`config.mk`:
```
export PLATFORM = sky130hd
export DESIGN_NAME = sim_halt_monitor
export DESIGN_NICKNAME = d
export VERILOG_FILES = /design/src/rtl/sim_halt_monitor.sv
export SDC_FILE = /design/constraint.sdc
export NUM_CORES = 1
export LEC_CHECK = 0
export ABC_AREA = 1
export ABC_CLOCK_PERIOD_IN_PS = 1700
export CAP_MARGIN = 20
export CORE_ASPECT_RATIO = 0.6
export CORE_MARGIN = 10
export CORE_UTILIZATION = 48
export DETAILED_ROUTE_END_ITERATION = 16
export PLACE_DENSITY = 0.78
export SETUP_SLACK_MARGIN = 0.02
export SYNTH_ARGS = -nofsm -noshare
export SYNTH_HDL_FRONTEND = slang
export SYNTH_SLANG_ARGS = --single-unit
```
`constraint.sdc`:
```
create_clock -name clk -period 1.7 [get_ports clk]
set_clock_uncertainty 0.05 [all_clocks]
set_input_delay 0.17 -clock clk [delete_from_list [all_inputs] [get_ports clk]]
set_output_delay 0.17 -clock clk [all_outputs]
set_load 0.02 [all_outputs]
```
`src/rtl/sim_halt_monitor.sv`:
```
// sim_halt_monitor: multi-hart end-of-simulation controller with drain window, timeout and stall detection
module sim_halt_monitor #(
   parameter int NHART       = 1,
   parameter int XLEN        = 64,
   parameter int CNT_W       = 32,
   parameter int TIMEOUT     = 500000,
   parameter int STALL_LIMIT = 1024,
   parameter int DRAIN       = 4
) (
   input  logic                   clk,
   input  logic                   rst,
   input  logic [NHART-1:0]       commit,
   input  logic [NHART-1:0]       ebreak,
   input  logic [NHART*XLEN-1:0]  a0,
   output logic                   done,
   output logic [2:0]             code,
   output logic [NHART-1:0]       halted,
   output logic [NHART-1:0]       fail_mask,
   output logic [CNT_W-1:0]       cycles,
   output logic [NHART*CNT_W-1:0] instret
);
   localparam int DW = DRAIN > 0 ? $clog2(DRAIN + 1) : 1;
   localparam logic [CNT_W-1:0] ONE = CNT_W'(1);
   localparam logic [CNT_W-1:0] TO_LAST = CNT_W'(TIMEOUT - 1);
   localparam logic [CNT_W-1:0] ST_LAST = CNT_W'(STALL_LIMIT > 0 ? STALL_LIMIT - 1 : 0);
   typedef enum logic [1:0] {S_RUN, S_DRAIN, S_DONE} state_t;
   state_t            state;
   logic [CNT_W-1:0]  stall;
   logic [DW-1:0]     dcnt;
   logic [NHART-1:0]  live, hit, nz, halted_n, fail_n;
   logic              all_halt, any_commit;
   // per-hart events that count this edge and the halt/verdict state they produce
   always_comb begin
      nz = '0;
      for (int h = 0; h < NHART; h++) nz[h] = |a0[h*XLEN +: XLEN];
      live       = commit & ~halted;
      hit        = live & ebreak;
      halted_n   = halted | hit;
      fail_n     = fail_mask | (hit & nz);
      all_halt   = &halted_n;
      any_commit = |live;
   end
   // RUN -> DRAIN -> DONE controller with saturating counters and registered verdict
   always_ff @(posedge clk) begin
      if (rst) begin
         state     <= S_RUN;
         done      <= 1'b0;
         code      <= 3'd0;
         halted    <= '0;
         fail_mask <= '0;
         cycles    <= '0;
         instret   <= '0;
         stall     <= '0;
         dcnt      <= '0;
      end else begin
         case (state)
            S_RUN: begin
               halted    <= halted_n;
               fail_mask <= fail_n;
               for (int h = 0; h < NHART; h++)
                  if (live[h] && instret[h*CNT_W +: CNT_W] != '1)
                     instret[h*CNT_W +: CNT_W] <= instret[h*CNT_W +: CNT_W] + ONE;
               if (cycles != '1) cycles <= cycles + ONE;
               stall <= any_commit ? '0 : (stall != '1 ? stall + ONE : stall);
               if (all_halt) begin
                  dcnt <= '0;
                  if (DRAIN == 0) begin
                     state <= S_DONE;
                     done  <= 1'b1;
                     code  <= fail_n != '0 ? 3'd2 : 3'd1;
                  end else begin
                     state <= S_DRAIN;
                  end
               end else if (cycles == TO_LAST) begin
                  state <= S_DONE;
                  done  <= 1'b1;
                  code  <= 3'd3;
               end else if (STALL_LIMIT != 0 && !any_commit && stall == ST_LAST) begin
                  state <= S_DONE;
                  done  <= 1'b1;
                  code  <= 3'd4;
               end
            end
            S_DRAIN: begin
               if (cycles != '1) cycles <= cycles + ONE;
               if (dcnt == DW'(DRAIN)) begin
                  state <= S_DONE;
                  done  <= 1'b1;
                  code  <= fail_mask != '0 ? 3'd2 : 3'd1;
               end else begin
                  dcnt <= dcnt + DW'(1);
               end
            end
            default: begin
               state <= S_DONE;
            end
         endcase
      end
   end
endmodule

```
==> impl_metrics.toml <==
[floorplanning]
die_x_um = 175.3
die_y_um = 113.2
num_rows = 33
initial_core_util_pct = 49.91
io_pins = 138
core_sq_mm = 0.01391
dieArea_sq_mm = 0.01984

[clock_network]
clockBufferDepth = 2
root_buffer = "clkbuf_16"
cts.sinks = 107
cts_hold_buf = 0
cts_max_level = 3
clkTransAtPathRegs_ns = 0.08
insertion_delay_ns = 0.36
cts_tree = "yes"
cts_made_buffers = 9

[hold_path]
worstHoldPathType = "input pin to register"
hp-start = "rst"
hold-path-endpoint = "cycles[28]"
hold_depth = 2

[setup_path]
crit_path_max_fanout = 4
critical_path_class = "register to register"
cp.required_ns = 1.95
r2r-start = "instret[7]"
cp-end-kind = "register"
rr_endpoint = "instret[13]"
r2r_cells = 7
critical_path_arrival_ns = 2.23
reg2reg_slack_ns = -0.29
worst_setup_path_start_kind = "register"

[detailed_routing]
wl_um = 32080
dr_total_vias = 9481
first_pass_iters = 9
drc = 0
ant_nets = 0
avgViaCountPerCell = 5.650
routedWlPerCell_um = 19.12
drt_iter0_drc = 1494

[synth]
syn_avg_cell_area_sq_um = 5.876
ys_top_cells_by_area = "dfxtp_1 (31%), nand2_1 (22%), nor2_1 (13%), inv_1 (6.2%), a21oi_1 (5.4%)"
yosysSeqAreaShare_pct = 30.84
ys_ff_latch = 107
synth_top_area_cell = "dfxtp_1"
synth_cell_types = 33
synth.top_cell.area_share_pct = 30.84
netlist_area_sq_mm = 0.006945
syn_inst = 1182
synth_fp_nets = 1255
yosysWarnings = 0

[global_routing]
grt.busiest_layer = "met1"
overflow = 0
grt_util_met1_pct = 36.47
met2_usage_pct = 36.11
grt_usage_pct = 25.76
grt_pass1_vias = 7951
grt_pass1_wl_um = 41630
grt_antenna_before_repair = 0
grt_use_met3_pct = 9.894
grt_start_max_net_pins = 62

[placed_design]
place_area_sq_mm = 0.009524
dp_cells = 1623
dpl.hpwl_um = 20460
dpl_worst_slack_ns = -0.1148
port_buffers = 137
gp_congestion = 0.9933

[power]
p_sw_uw = 2163
p_int_uw = 4424
leakagePower_uw = 0.004871
swShare_pct = 32.84
power_frac_comb_pct = 27.7
power.density_mw_per_mm2 = 585.3
p_clk_share_pct = 32.3
ir_worst_vdd_uv = 515.6
pwr-share-seq_pct = 40.0

[sta]
finalSetupTns_ns = -3.473
setup_ws_ns = -0.2875
worstMarginPinSlew_ns = 0.3944
max-slew-margin-rel_pct = 73.71
setup_viol = 59
period_needed_ns = 1.988
finalCritPeriodShare_pct = 116.9
hold_violations = 0
rsz0062_at_grt = "yes"
final_max_slew_viol_count = 0
fmax_mhz = 503.1

[layout]
antenna_cells = 0
stdcell_count = 1678
nets = 1554
final_common_cell = "nand2_1"
drive_above_1_share_pct = 30.28
final_design_area_no_fill_sq_mm = 0.01125
syn_to_final_growth_pct = 62.04
layout_common_cells = "nand2_1 (349), nor2_1 (199), buf_4 (148)"

[status]
violations = "negative setup slack"
status = "complete, but fails checks"

[run]
maxCapViolCount = 0
-- registers in the layout (all words and copies together), names as in the netlist, 2 cells and up --
| name | count |
|---|---|
| state | 2 |
| stall | 32 |
| code | 3 |
| cycles | 32 |
| dcnt | 3 |
| instret | 32 |
-- what timing repair did --
action | CTS | global route
endpoints found under the setup margin | 131 | 118
buffers inserted | 5 | 26
pin swaps | 15 | 74
gates cloned | 3 | 7
gates resized for setup | 86 | 292
-- synthesized netlist by cell type --
| master | n |
|---|---|
| nor2_1 | 237 |
| nor2_2 | 9 |
| nand2_4 | 2 |
| nand3_2 | 5 |
| clkbuf_1 | 9 |
| nand3b_1 | 9 |
| nand2_2 | 4 |
| inv_4 | 1 |
| buf_2 | 3 |
| nor3_2 | 4 |
| o21bai_1 | 2 |
| ha_1 | 5 |
| clkinv_1 | 1 |
| nand2_1 | 401 |
| nor3_1 | 34 |
| nand3_4 | 1 |
| dfxtp_1 | 107 |
| o21ai_1 | 1 |
| nor2_4 | 2 |
| buf_1 | 1 |
| buf_4 | 5 |
| a21oi_1 | 75 |
| o21ai_0 | 26 |
| nor3b_1 | 3 |
| buf_6 | 8 |
| xnor2_1 | 2 |
| inv_2 | 4 |
| nand3_1 | 54 |
| inv_1 | 114 |
| a211oi_1 | 1 |
| nand4_1 | 21 |
| and3_1 | 2 |
| xor2_1 | 29 |
-- stage by stage --
step                total power [uW]  hold WS [ns]  utilization, %
finish                          6587       0.09696           80.88
global route                    6735       0.08190           80.88
CTS                             6173       0.03568           72.41
detailed placement              3875        0.4066           68.45
global placement                3848        0.3997           68.45
floorplan                       3336        0.2802               -
-- power by group through the flow --
stage          logic, uW  clock network, uW  registers (uW)
3_3_place_gp        1160                  0            2680
6_report            1820               2130            2640
4_1_cts             1430               2110            2640
5_1_grt             1890               2210            2640
3_5_place_dp        1190                  0            2690
2_1_floorplan        600                  0            2740
-- worst max-delay path by stage --
stage,startpoint,end,slack [ns],depth (start not counted)
finish,instret[7],instret[13],-0.29,7
global route,instret[8],instret[9],-0.30,8
detailed placement,commit,instret[20],-0.11,7
CTS,stall[1],stall[14],-0.02,12
global placement,instret[31],instret[19],-0.06,10
floorplan,cycles[27],cycles[18],0.02,10
-- worst max-delay path, cell delays in order, from the launching register on --
cell and delay (ns):
dfxtp_2 0.40, inv_1 0.18, nor3_4 0.37, nand2_1 0.22, nor2_4 0.21, xor2_1 0.24, nand2_1 0.12, a21oi_2 0.13
-- final cells by class --
cell class	count	area, sq um
clock buffer	11	242.7
clock inverter	5	46.29
fill	910	2660
inverter	120	480.5
multi-input combinational	929	5036
sequential	107	2251
tap	192	240.2
timing repair buffer	311	2924
timing repair inverter	3	33.78
-- layer usage --
| metal | up-vias | share of wire (%) | wire length, um |
|---|---|---|---|
| met1 | 4260 | 39 | 12390 |
| met4 | 0 | 3.0 | 948 |
| met5 | - | 0 | 0 |
| met2 | 774 | 42 | 13440 |
| met3 | 130 | 16 | 5291 |
| li1 | 4317 | - | - |
-- kinds of logic (layout without fill, tap and decap cells) --
| logic type | after synthesis | after routing | synth area share [%] |
|---|---|---|---|
| flip-flops | 107 | 107 | 30.84 |
| AO/OA/AOI/OAI | 105 | 105 | 7.674 |
| buffers and inverters | 146 | 450 | 9.115 |
| XOR/XNOR | 31 | 31 | 3.909 |
| AND/OR/NAND/NOR | 788 | 788 | 47.56 |
| adder cells (fa/ha/maj) | 5 | 5 | 0.9007 |
No activity file was read; power rests on OpenSTA's default activity.
